--- config.mk ---
export PLATFORM = sky130hd
export DESIGN_NAME = sram_mm2s_reader_flat
export DESIGN_NICKNAME = d
export VERILOG_FILES = /design/src/rtl/sram_mm2s_reader_if.sv /design/src/rtl/sram_mm2s_reader.sv /design/src/flat_wrapper.sv
export SDC_FILE = /design/constraint.sdc
export NUM_CORES = 1
export LEC_CHECK = 0
export CAP_MARGIN = 20
export CORE_MARGIN = 2
export CORE_UTILIZATION = 42
export CTS_CLUSTER_DIAMETER = 100
export DETAILED_ROUTE_END_ITERATION = 10
export GPL_ROUTABILITY_DRIVEN = 0
export PLACE_DENSITY = 0.61
export SKIP_CTS_REPAIR_TIMING = 1
export SLEW_MARGIN = 25
export SYNTH_ARGS = -nofsm -noshare
export SYNTH_HDL_FRONTEND = slang
export SYNTH_SLANG_ARGS = --single-unit
export TNS_END_PERCENT = 30
--- constraint.sdc ---
create_clock -name clk -period 2.9 [get_ports clk]
set_clock_uncertainty 0.15 [all_clocks]
set_input_delay 0.58 -clock clk [delete_from_list [all_inputs] [get_ports clk]]
set_output_delay 0.58 -clock clk [all_outputs]
set_load 0.01 [all_outputs]
--- src/rtl/sram_mm2s_reader_if.sv ---
// Bundle of control, SRAM read-port and output-stream signals for the
// memory-to-stream reader. The slave modport is the reader's view; the master modport is the environment's view.
interface sram_mm2s_reader_if #(
  parameter int DATA_WIDTH = 8,
  parameter int ADDR_WIDTH = 4
);
  logic                  start;
  logic [ADDR_WIDTH-1:0] base_addr;
  logic [ADDR_WIDTH:0]   length;
  logic                  busy;
  logic                  done;
  logic                  sram_csb;
  logic [ADDR_WIDTH-1:0] sram_addr;
  logic [DATA_WIDTH-1:0] sram_dout;
  logic [DATA_WIDTH-1:0] m_tdata;
  logic                  m_tvalid;
  logic                  m_tready;
  logic                  m_tlast;

  modport slave (
    input  start, base_addr, length, sram_dout, m_tready,
    output busy, done, sram_csb, sram_addr, m_tdata, m_tvalid, m_tlast
  );

  modport master (
    output start, base_addr, length, sram_dout, m_tready,
    input  busy, done, sram_csb, sram_addr, m_tdata, m_tvalid, m_tlast
  );
endinterface

--- src/rtl/sram_mm2s_reader.sv ---
// Drains a contiguous, address-wrapping block of SRAM words into a valid/ready
// stream through a small FIFO, issuing reads only when the FIFO can absorb them.
module sram_mm2s_reader #(
  parameter int DATA_WIDTH = 8,
  parameter int ADDR_WIDTH = 4,
  parameter int FIFO_DEPTH = 4
) (
  input logic               clk,
  input logic               rst,
  sram_mm2s_reader_if.slave bus
);
  localparam int CNT_W = ADDR_WIDTH + 1;
  localparam int PTR_W = $clog2(FIFO_DEPTH);
  localparam int OCC_W = PTR_W + 1;
  localparam int SUM_W = OCC_W + 2;

  typedef enum logic [1:0] {
    IDLE  = 2'd0,
    RUN   = 2'd1,
    DRAIN = 2'd2,
    DONE  = 2'd3
  } state_e;

  state_e                state_q;
  logic [ADDR_WIDTH-1:0] base_q;
  logic [CNT_W-1:0]      len_q;
  logic [CNT_W-1:0]      issue_cnt_q;
  logic [CNT_W-1:0]      beat_cnt_q;
  logic                  csb_q;
  logic [ADDR_WIDTH-1:0] addr_q;
  logic                  rd_b_q;
  logic                  busy_q;
  logic                  done_q;

  logic [DATA_WIDTH-1:0] fifo_mem_q [FIFO_DEPTH];
  logic [PTR_W-1:0]      wr_ptr_q;
  logic [PTR_W-1:0]      rd_ptr_q;
  logic [OCC_W-1:0]      count_q;
  logic [OCC_W-1:0]      count_d;

  logic                  valid_s;
  logic                  push_s;
  logic                  pop_s;
  logic [SUM_W-1:0]      need_s;
  logic [SUM_W-1:0]      cap_s;
  logic                  room_s;

  assign valid_s = (count_q != OCC_W'(0));
  assign push_s  = rd_b_q;
  assign pop_s   = valid_s & bus.m_tready;
  assign count_d = count_q + OCC_W'(push_s) - OCC_W'(pop_s);

  // Worst-case occupancy once the current stage-A/B reads and one new read all land.
  assign need_s = SUM_W'(count_q) + SUM_W'(!csb_q) + SUM_W'(rd_b_q) + SUM_W'(1);
  assign cap_s  = SUM_W'(FIFO_DEPTH) + SUM_W'(pop_s);
  assign room_s = (need_s <= cap_s);

  assign bus.busy      = busy_q;
  assign bus.done      = done_q;
  assign bus.sram_csb  = csb_q;
  assign bus.sram_addr = addr_q;
  assign bus.m_tvalid  = valid_s;
  assign bus.m_tdata   = fifo_mem_q[rd_ptr_q];
  assign bus.m_tlast   = valid_s & (beat_cnt_q == (len_q - CNT_W'(1)));

  always_ff @(posedge clk or posedge rst) begin
    if (rst) begin
      state_q     <= IDLE;
      base_q      <= '0;
      len_q       <= '0;
      issue_cnt_q <= '0;
      beat_cnt_q  <= '0;
      csb_q       <= 1'b1;
      addr_q      <= '0;
      rd_b_q      <= 1'b0;
      busy_q      <= 1'b0;
      done_q      <= 1'b0;
    end else begin
      rd_b_q <= !csb_q;
      case (state_q)
        IDLE: begin
          done_q <= 1'b0;
          csb_q  <= 1'b1;
          if (bus.start) begin
            base_q      <= bus.base_addr;
            len_q       <= bus.length;
            beat_cnt_q  <= '0;
            if (bus.length == CNT_W'(0)) begin
              issue_cnt_q <= '0;
              state_q     <= DONE;
              done_q      <= 1'b1;
            end else begin
              issue_cnt_q <= CNT_W'(1);
              csb_q       <= 1'b0;
              addr_q      <= bus.base_addr;
              busy_q      <= 1'b1;
              state_q     <= RUN;
            end
          end else begin
            state_q <= IDLE;
          end
        end
        RUN: begin
          if (issue_cnt_q == len_q) begin
            csb_q   <= 1'b1;
            state_q <= DRAIN;
          end else if (room_s) begin
            csb_q       <= 1'b0;
            addr_q      <= base_q + issue_cnt_q[ADDR_WIDTH-1:0];
            issue_cnt_q <= issue_cnt_q + CNT_W'(1);
          end else begin
            csb_q <= 1'b1;
          end
        end
        DRAIN: begin
          csb_q <= 1'b1;
          // Exit only when nothing is buffered and no read is still in flight.
          if ((count_d == OCC_W'(0)) && csb_q) begin
            state_q <= DONE;
            busy_q  <= 1'b0;
            done_q  <= 1'b1;
          end else begin
            state_q <= DRAIN;
          end
        end
        DONE: begin
          done_q  <= 1'b0;
          busy_q  <= 1'b0;
          csb_q   <= 1'b1;
          state_q <= IDLE;
        end
        default: begin
          state_q <= IDLE;
          csb_q   <= 1'b1;
          busy_q  <= 1'b0;
          done_q  <= 1'b0;
        end
      endcase
      if (pop_s) begin
        beat_cnt_q <= beat_cnt_q + CNT_W'(1);
      end
    end
  end

  // Output FIFO: stage-B SRAM data is written at the end of the cycle it is valid.
  always_ff @(posedge clk or posedge rst) begin
    if (rst) begin
      for (int i = 0; i < FIFO_DEPTH; i++) begin
        fifo_mem_q[i] <= '0;
      end
      wr_ptr_q <= '0;
      rd_ptr_q <= '0;
      count_q  <= '0;
    end else begin
      if (push_s) begin
        fifo_mem_q[wr_ptr_q] <= bus.sram_dout;
        wr_ptr_q             <= wr_ptr_q + PTR_W'(1);
      end
      if (pop_s) begin
        rd_ptr_q <= rd_ptr_q + PTR_W'(1);
      end
      count_q <= count_d;
    end
  end
endmodule

--- src/flat_wrapper.sv ---
// flat-port wrapper written by rule: the top's interface ports become plain ports
module sram_mm2s_reader_flat 
#(
  parameter int DATA_WIDTH = 8,
  parameter int ADDR_WIDTH = 4,
  parameter int FIFO_DEPTH = 4
)
  (clk, rst, bus_start, bus_base_addr, bus_length, bus_sram_dout, bus_m_tready, bus_busy, bus_done, bus_sram_csb, bus_sram_addr, bus_m_tdata, bus_m_tvalid, bus_m_tlast);
  sram_mm2s_reader_if #(.DATA_WIDTH(DATA_WIDTH), .ADDR_WIDTH(ADDR_WIDTH)) bus_i ();
  input logic clk;
  input logic rst;
  input wire logic [$bits(bus_i.start)-1:0] bus_start;
  input wire logic [$bits(bus_i.base_addr)-1:0] bus_base_addr;
  input wire logic [$bits(bus_i.length)-1:0] bus_length;
  input wire logic [$bits(bus_i.sram_dout)-1:0] bus_sram_dout;
  input wire logic [$bits(bus_i.m_tready)-1:0] bus_m_tready;
  output wire logic [$bits(bus_i.busy)-1:0] bus_busy;
  output wire logic [$bits(bus_i.done)-1:0] bus_done;
  output wire logic [$bits(bus_i.sram_csb)-1:0] bus_sram_csb;
  output wire logic [$bits(bus_i.sram_addr)-1:0] bus_sram_addr;
  output wire logic [$bits(bus_i.m_tdata)-1:0] bus_m_tdata;
  output wire logic [$bits(bus_i.m_tvalid)-1:0] bus_m_tvalid;
  output wire logic [$bits(bus_i.m_tlast)-1:0] bus_m_tlast;
  assign bus_i.start = bus_start;
  assign bus_i.base_addr = bus_base_addr;
  assign bus_i.length = bus_length;
  assign bus_i.sram_dout = bus_sram_dout;
  assign bus_i.m_tready = bus_m_tready;
  assign bus_busy = bus_i.busy;
  assign bus_done = bus_i.done;
  assign bus_sram_csb = bus_i.sram_csb;
  assign bus_sram_addr = bus_i.sram_addr;
  assign bus_m_tdata = bus_i.m_tdata;
  assign bus_m_tvalid = bus_i.m_tvalid;
  assign bus_m_tlast = bus_i.m_tlast;
  sram_mm2s_reader #(.DATA_WIDTH(DATA_WIDTH), .ADDR_WIDTH(ADDR_WIDTH), .FIFO_DEPTH(FIFO_DEPTH)) u_core (.clk(clk), .rst(rst), .bus(bus_i));
endmodule
==> results.txt, run 1 <==
- Design Area, Final: 4670 um^2
- The worst setup path is launched from a flop.
- The most used flip-flop cell after synthesis is sky130_fd_sc_hd__dfrtp_1.
- Internal Dissipation: 0.00386 W
- CP max stage cell: sky130_fd_sc_hd__dfstp_2
- For this configuration, the core starts out at a cell density of 42.9%.
* Remaining DRCs: 0
- Most common library cells after synthesis: sky130_fd_sc_hd__dfrtp_1, sky130_fd_sc_hd__mux2_2, sky130_fd_sc_hd__nand2_1, sky130_fd_sc_hd__ha_1, sky130_fd_sc_hd__inv_1
- Clock tree synthesis inserted a total of 9 buffers.
* Number of endpoints with negative hold slack in the final report: 0
* Yosys warnings: 0
- Synthesized area divided by synthesized cell count: 11.6 um^2
* Result of the run: finished, violations left
- After synthesis the netlist holds a flip-flop and latch count of 68.
* Switching fraction of total power: 39.4%
- Count of port buffers added during placement: 37
- Synthesized cell area: 3700 um^2
* Combinational fraction of design power: 59.4%
- Summed over all instances, the cell type with the most area after synthesis is sky130_fd_sc_hd__dfrtp_1.
- Vias in the first global route: 2675
- The die is 97.9 um tall.
* Setup repair after global routing missed its margin: yes
- Relative to the synthesized area, the layout overhead comes to 26.3%.
- Measured in cells, the most critical reg-to-reg path has a length of 10.
- Overall power after layout: 0.00636 W
* Reg-to-reg setup timing slack: -0.0007 ns
- After synthesis, the share of flip-flops with an asynchronous set or reset is 100%.
- Once detailed placement completed, the half-perimeter wirelength came to 5290 um.
- TritonCTS Sinks: 68
* Worst Path Arrival: 2.98 ns
- The floorplan has 34 rows.
- Master cell of the clock root buffer: sky130_fd_sc_hd__clkbuf_8
- Worst-margin pin slew: 0.699 ns
- Clk network pwr share: 12.6%
- Along the worst path, the maximum fanout reaches 4.
- Final Max Tran Viols: 0
* Worst hold margin: 0.358 ns
- Across the VDD grid, the largest voltage drop is 0.000838 V.
* Routed via count: 2625
* Tightest Hold Check Type: flop to flop
- The post-route netlist has 29.7% of its cells at a drive strength greater than 1.
- Counting along the longest clock path gives a buffer depth of 2.
- In this run the count of I/O pins placed on the die edge is 38.
- Final Setup Violations: 1
- Clock tree from TritonCTS: yes
- After synthesis, the cell types taking the most area are sky130_fd_sc_hd__dfrtp_1, sky130_fd_sc_hd__mux2_2, sky130_fd_sc_hd__ha_1.
- Along the worst hold path, the cell count comes to 1.
* Number of fill cells in the layout: 781
- Violations in the final reports: negative setup slack
- Full die area: 9580 um^2
- Yosys mapped a number of flops with a built-in enable equal to 0.
* Portion of total power attributed to sequential cells: 28.0%
* Routed WL per cell: 15.9 um
- Tracing the worst setup path back leads to its startpoint at u_core.bus.sram_csb.
- The startpoint identified for the worst register-to-register timing path is u_core.bus.sram_csb.
- The later pin in the worst-skew pair is clocked with a latency of 0.35 ns.
- Final nets: 427
* Routed wire length: 7880 um
- Slew HR: 52.9%
* Required time at the worst-slack endpoint: 2.98 ns
- After global routing the overflow that remains totals 0.
- Distinct cell type count of the synthesized netlist: 44
- The first global-routing pass estimated 13100 um of wire.
- Remaining number of nets flagged by the antenna check after routing: 0
- Achievable frequency: 0.345 GHz
- Iteration-0 DRC Markers: 120
* Number of antenna violations at the first check in global routing: 0
- Diode count: 0
- Detailed-routing iteration count for the pre-antenna-repair pass: 4
* Final critical-path setup slack: -0.000713 ns
- In this run the standard cell core region covers 8640 um^2.
* Global-route total usage across every layer: 17.1%
* List of cells traversed by the critical path: inv_2 -> ha_1 -> inv_1 -> ha_2 -> nand2b_1 -> or4_4 -> a32oi_4 -> nand2_2 -> or2_0 -> a311o_1
- Total placed instance area: 4380 um^2
* Type of the worst setup path: flop to flop
- Clock H-tree levels: 3
* Per-cell via count in the routed design: 5.30
* Timing endpoint of the critical path: u_core.issue_cnt_q[3]
- Area share of the leading cell type in the synthesized netlist: 45.3%
- In this run the power density over the cells is 1360 nW/um^2.
* Die width: 97.9 um
- The worst register-to-register path ends at u_core.issue_cnt_q[3].
* Net Switching: 0.00250 W
- Register clock-pin slew on the reported worst setup and hold paths: 0.07 ns
- Counting I/O delays and the setup requirement, the final critical path takes 2.90 ns.
- Max-cap violations: 0
- The largest single stage delay on the critical path is 0.54 ns.
* Leakage power: 2.03 nW
* Pin count of the biggest net entering global routing: 69
* Tcrit/Tclk final: 100%
* Share of synthesized area occupied by flip-flops and latches: 46.0%
- Dominant cell by count in the synthesized netlist: sky130_fd_sc_hd__dfrtp_1
* Synthesized netlist cell count: 319
* Post-Syn Nets: 364
- STA classifies the critical path endpoint as a flop.
routing by layer:
metal,part of all wire [%],global-route usage [%],up-vias
li1,-,-,1272
met1,50,25.0,1306
met2,45,25.2,37
met3,3.3,4.44,10
met4,1.4,5.45,0
met5,0,0,-
worst min path at each step:
stage,start,end,slack [ns]
after floorplan,u_core.bus.sram_csb,u_core.push_s,0.32
after global placement,u_core.fifo_mem_q[15],u_core.fifo_mem_q[15],0.33
after detailed placement,u_core.fifo_mem_q[4],u_core.fifo_mem_q[4],0.34
after CTS,u_core.fifo_mem_q[4],u_core.fifo_mem_q[4],0.36
after global routing,u_core.fifo_mem_q[4],u_core.fifo_mem_q[4],0.36
final,u_core.fifo_mem_q[4],u_core.fifo_mem_q[4],0.36
logic make-up (layout without fill, tap and decap cells):
family | after synthesis | count (layout) | share of synthesized area (%)
AND/OR/NAND/NOR | 77 | 77 | 10.2
flip-flops | 68 | 68 | 46.0
multiplexers | 50 | 50 | 17.6
AO/OA/AOI/OAI | 48 | 48 | 9.40
buffers and inverters | 31 | 99 | 3.35
adder cells (fa/ha/maj) | 24 | 24 | 8.52
XOR/XNOR | 21 | 21 | 4.97
layout by cell type, fill, tap and decap left out, types with 3 or more instances in the layout:
master	count
sky130_fd_sc_hd__clkdlybuf4s50_1	36
sky130_fd_sc_hd__inv_2	5
sky130_fd_sc_hd__buf_4	23
sky130_fd_sc_hd__xor2_1	12
sky130_fd_sc_hd__nor3_1	5
sky130_fd_sc_hd__o21ai_0	15
sky130_fd_sc_hd__and3_1	3
sky130_fd_sc_hd__nand2_1	28
sky130_fd_sc_hd__mux2_2	41
sky130_fd_sc_hd__clkbuf_8	9
sky130_fd_sc_hd__a31oi_1	4
sky130_fd_sc_hd__xnor2_1	9
sky130_fd_sc_hd__nand4_1	3
sky130_fd_sc_hd__dfrtp_1	67
sky130_fd_sc_hd__ha_1	20
sky130_fd_sc_hd__nand3_1	6
sky130_fd_sc_hd__mux4_2	8
sky130_fd_sc_hd__nor2_1	11
sky130_fd_sc_hd__nand2b_1	4
sky130_fd_sc_hd__o22ai_1	3
sky130_fd_sc_hd__inv_1	16
sky130_fd_sc_hd__a21oi_1	6
metrics by stage:
step / setup WS [ns] / setup TNS [ns] / instances / utilization (%)
6_report: -0.000713 / -0.000713 / 495 / 54.1
4_1_cts: -0.120 / -0.853 / 494 / 53.0
3_3_place_gp: -0.240 / -0.833 / 478 / 50.7
2_1_floorplan: -0.0106 / -0.0192 / 319 / -
3_5_place_dp: -0.319 / -1.24 / 478 / 50.7
5_1_grt: -0.0921 / -0.437 / 495 / 54.1
sequential cells by signal (all words and copies together), names as in the netlist, 2 cells and up:
name and count:
u_core.fifo_mem_q 32, u_core.beat_cnt_q 5, u_core.state_q 2, u_core.len_q 5
u_core.count_q 3, u_core.base_q 4, u_core.wr_ptr_q 2, u_core.rd_ptr_q 2
u_core.issue_cnt_q 5, u_core.bus.sram_addr 4
layout make-up:
cell class              instances  area [um^2]  area share [%]
clock buffers                   9          124            2.65
clock inverters                 7         76.3            1.63
inverters                      21         78.8            1.69
multi-input cells             220         1980            42.4
flip-flops and latches         68         1700            36.4
well taps                     108          135            2.89
repair buffers                 62          577            12.3
worst max-delay path, delay by kind of cell (launching register included):
kind | cells | cell delay, ns
adders and majority gates | 2 | 0.44
DFF | 1 | 0.54
AOI/OAI and AO/OA | 2 | 0.60
and+or+nand+nor | 4 | 0.98
buffers and inverters | 2 | 0.08
power groups by stage:
stage	registers, W	logic [W]	clock network, W
global placement	0.00177	0.00341	0
detailed placement	0.00179	0.00347	0
CTS	0.00177	0.00348	0.000815
finish	0.00178	0.00378	0.000799
floorplan	0.00170	0.00230	0
global route	0.00184	0.00418	0.000862
Note: power is estimated with default switching activity, not from simulation.
==> run 2, diff against run 1 <==
--- a/config.mk
+++ b/config.mk
@@ -13,7 +13,7 @@
 export GPL_ROUTABILITY_DRIVEN = 0
 export PLACE_DENSITY = 0.61
 export SKIP_CTS_REPAIR_TIMING = 1
-export SLEW_MARGIN = 25
+export SLEW_MARGIN = 20
 export SYNTH_ARGS = -nofsm -noshare
 export SYNTH_HDL_FRONTEND = slang
 export SYNTH_SLANG_ARGS = --single-unit
==> constraint.sdc (replaced) <==
create_clock -name clk -period 2.4 [get_ports clk]
set_clock_uncertainty 0.15 [all_clocks]
set_input_delay 0.48 -clock clk [delete_from_list [all_inputs] [get_ports clk]]
set_output_delay 0.48 -clock clk [all_outputs]
set_load 0.01 [all_outputs]
==> run 2 against run 1 <==
Against the previous run:
- power up 29%
- critical path depth unchanged
- maximum frequency up 5.0%
- first-iteration DRC count fell by 55%
- non-clock buffer count grew 11
- sequential cell count is the same
- global-route usage shrank 0.21 points
- worst hold slack worse by 0.0010 ns
- register-to-register slack lost 0.36 ns
- the run still ends with negative setup slack left
==> results.txt, run 2 (synthesis gave the netlist of run 1 again) <==
- Result of the run: finished, violations left
- Violations in the final reports: negative setup slack
* Switching fraction of total power: 39.2% (-0.13 points)
* Number of instances in the placed design: 487 (+1.9%)
- Largest reg by FF count: u_core.fifo_mem_q
- Routed wire length: 7960 um (+1.0%)
- Portion of total power attributed to sequential cells: 25.9% (-2.1 points)
* Number of antenna violations at the first check in global routing: 0 (unchanged)
- The startpoint identified for the worst register-to-register timing path is u_core.bus.sram_csb.
- The part of the total power dissipated in the clock network was 11.6% (-1.0 points).
* Half-perimeter wire length after placement: 5750 um (+8.8%)
- The flip-flop count of the largest register after layout is 32 (unchanged).
* Required time at the worst-slack endpoint: 2.47 ns (-0.51 ns)
* Die width: 97.9 um (unchanged)
- The leakage dissipation is 2.17 nW (+6.8%).
* Count of port buffers added during placement: 37 (unchanged)
- Max-cap violations: 0 (unchanged)
- The signal arrival time at the worst endpoint was 2.84 ns (-0.14 ns).
- Final critical-path setup slack: -0.364 ns (-0.363 ns)
* Achievable frequency: 0.362 GHz (+5.0%)
- Reg-to-reg setup timing slack: -0.36 ns (-0.36 ns)
- Row count: 34 (unchanged)
* Overall die height: 97.9 um (unchanged)
* Setup WS pre-CTS: -0.583 ns (-0.264 ns)
- Setup repair after global routing missed its margin: yes
- Number of fill cells in the layout: 746 (-4.5%)
* Effective utilization at floorplan: 42.9% (unchanged)
- The TritonCTS sink count came to 68 (unchanged).
- The area of the die was 9580 um^2 (unchanged).
- Final Setup Violations: 13 (+12)
* Detailed-routing iteration count for the pre-antenna-repair pass: 4 (unchanged)
- The routed via count was 2661 (+1.4%).
* Master cell of the clock root buffer: sky130_fd_sc_hd__clkbuf_8
* Synthesis-to-finish area growth: 33.7%
- Reg-to-reg endpoint: u_core.issue_cnt_q[2]
- Core area: 8640 um^2 (unchanged)
- The insertion delay of the later-clocked pin in the worst-skew pair is 0.33 ns (-0.02 ns).
- Clock tree from TritonCTS: yes
- The clock transition at the registers of the reported paths came to 0.08 ns (about the same).
* Depth of the most critical reg-to-reg path: 10 (unchanged)
* Clock H-tree levels: 3 (unchanged)
- The antenna diode count is 0 (unchanged).
- The maximum fanout encountered on the critical timing path was 4 (unchanged).
- The setup path with the least slack is of type flop to flop.
* Iteration-0 DRC Markers: 54 (-55%)
* Wire length of the first global-routing pass: 13100 um (+0.31%)
- The power per cell area is 1660 nW/um^2 (+22%).
- The worst setup path is captured at a flop.
* Worst hold margin: 0.357 ns (-0.00101 ns)
- The via count of the first global-routing pass came to 2703 (+1.0%).
- Per-cell via count in the routed design: 5.26 (-0.83%)
* Total CTS buffers: 9 (unchanged)
- Type of origin of the critical path: flop
* Share of final-layout standard cells stronger than drive strength 1: 36.4% (+6.7 points)
- Commonest non-fill, non-tap cell in the layout: sky130_fd_sc_hd__dfrtp_1
- The global route total overflow came to 0 (unchanged).
- The clock period minus final worst setup slack came to 2.76 ns (-0.137 ns).
- Worst supply voltage drop on vdd: 0.000762 V (-9.0%)
- CTS max path bufs: 2 (unchanged)
* Final Max Tran Viols: 0 (unchanged)
- Worst-margin pin slew: 0.538 ns (-0.161 ns)
* Remaining DRCs: 0 (unchanged)
* Internal Dissipation: 0.00499 W (+29%)
- The post-layout net count came to 438 (+2.6%).
- The routed wirelength normalized by instance count is 15.7 um (-1.2%).
- Slew HR: 64.1% (+11 points)
* Number of endpoints with negative hold slack in the final report: 0 (unchanged)
- The library cells used most frequently in the layout, excluding fill and tap cells, are sky130_fd_sc_hd__dfrtp_1, sky130_fd_sc_hd__mux2_2, sky130_fd_sc_hd__buf_4.
- Number of top-level design ports: 38 (unchanged)
- The share of the clock period used by the worst path is 115% (+15 points).
* Net Switching: 0.00322 W (+29%)
* Post-layout instance count excluding filler cells: 506 (+2.2%)
- Pin count of the biggest net entering global routing: 34 (-51%)
- The combinational cell fraction of total power is 62.6% (+3.2 points).
- Tightest Hold Check Type: input pin to async pin
* Global-route total usage across every layer: 16.9% (-0.21 points)
* Remaining number of nets flagged by the antenna check after routing: 0 (unchanged)
==> run 2: worst max-delay path by stage <==
stage	startpoint	end	slack, ns
floorplan	u_core.count_q[2]	u_core.bus.busy	-0.36
global placement	bus_m_tready	u_core.bus.busy	-0.55
detailed placement	bus_m_tready	u_core.bus.busy	-0.58
CTS	u_core.len_q[1]	bus_m_tlast	-0.53
global route	u_core.count_q[0]	u_core.bus.busy	-0.46
finish	u_core.bus.sram_csb	u_core.issue_cnt_q[2]	-0.36
==> run 2: power by group through the flow <==
stage | registers [W] | clock network (W) | logic, W
final | 0.00213 | 0.000950 | 0.00514
after global routing | 0.00220 | 0.00104 | 0.00562
after CTS | 0.00212 | 0.000984 | 0.00449
after detailed placement | 0.00214 | 0 | 0.00447
after global placement | 0.00212 | 0 | 0.00439
after floorplan | 0.00206 | 0 | 0.00294
==> run 2: final cells by class <==
cell class	instances	area [um^2]	share of cell area (%)
Clock inverter	7	76.3	1.54
Tap cell	108	135	2.73
Clock buffer	9	124	2.50
Inverter	21	81.3	1.64
Multi-Input combinational cell	220	2130	43.1
Sequential cell	68	1700	34.4
Timing Repair Buffer	73	694	14.0
==> run 2: per-stage QoR <==
stage	cell area [um^2]	power [W]	util, %	TNS (ns)
CTS	4710	0.00759	54.6	-7.46
finish	4950	0.00821	57.3	-3.74
global placement	4510	0.00651	52.2	-5.19
detailed placement	4510	0.00661	52.2	-5.80
floorplan	3780	0.00500	-	-3.54
global route	4950	0.00886	57.3	-5.23
==> run 2: routing by layer <==
metal  track usage [%]  wire [um]
met1              24.5       3970
met5                 0          0
met2              26.2       3690
met4              3.95         60
met3              3.65        236
==> run 2: worst max-delay path, cell delays in order (launching register included) <==
cell and delay, ns:
sky130_fd_sc_hd__dfstp_2 0.54, sky130_fd_sc_hd__inv_2 0.05, sky130_fd_sc_hd__ha_4 0.26, sky130_fd_sc_hd__inv_2 0.04, sky130_fd_sc_hd__ha_4 0.15, sky130_fd_sc_hd__nand2b_4 0.14
sky130_fd_sc_hd__or4_4 0.49, sky130_fd_sc_hd__a32oi_4 0.24, sky130_fd_sc_hd__and2_4 0.23, sky130_fd_sc_hd__nand2_1 0.07, sky130_fd_sc_hd__a311o_1 0.31
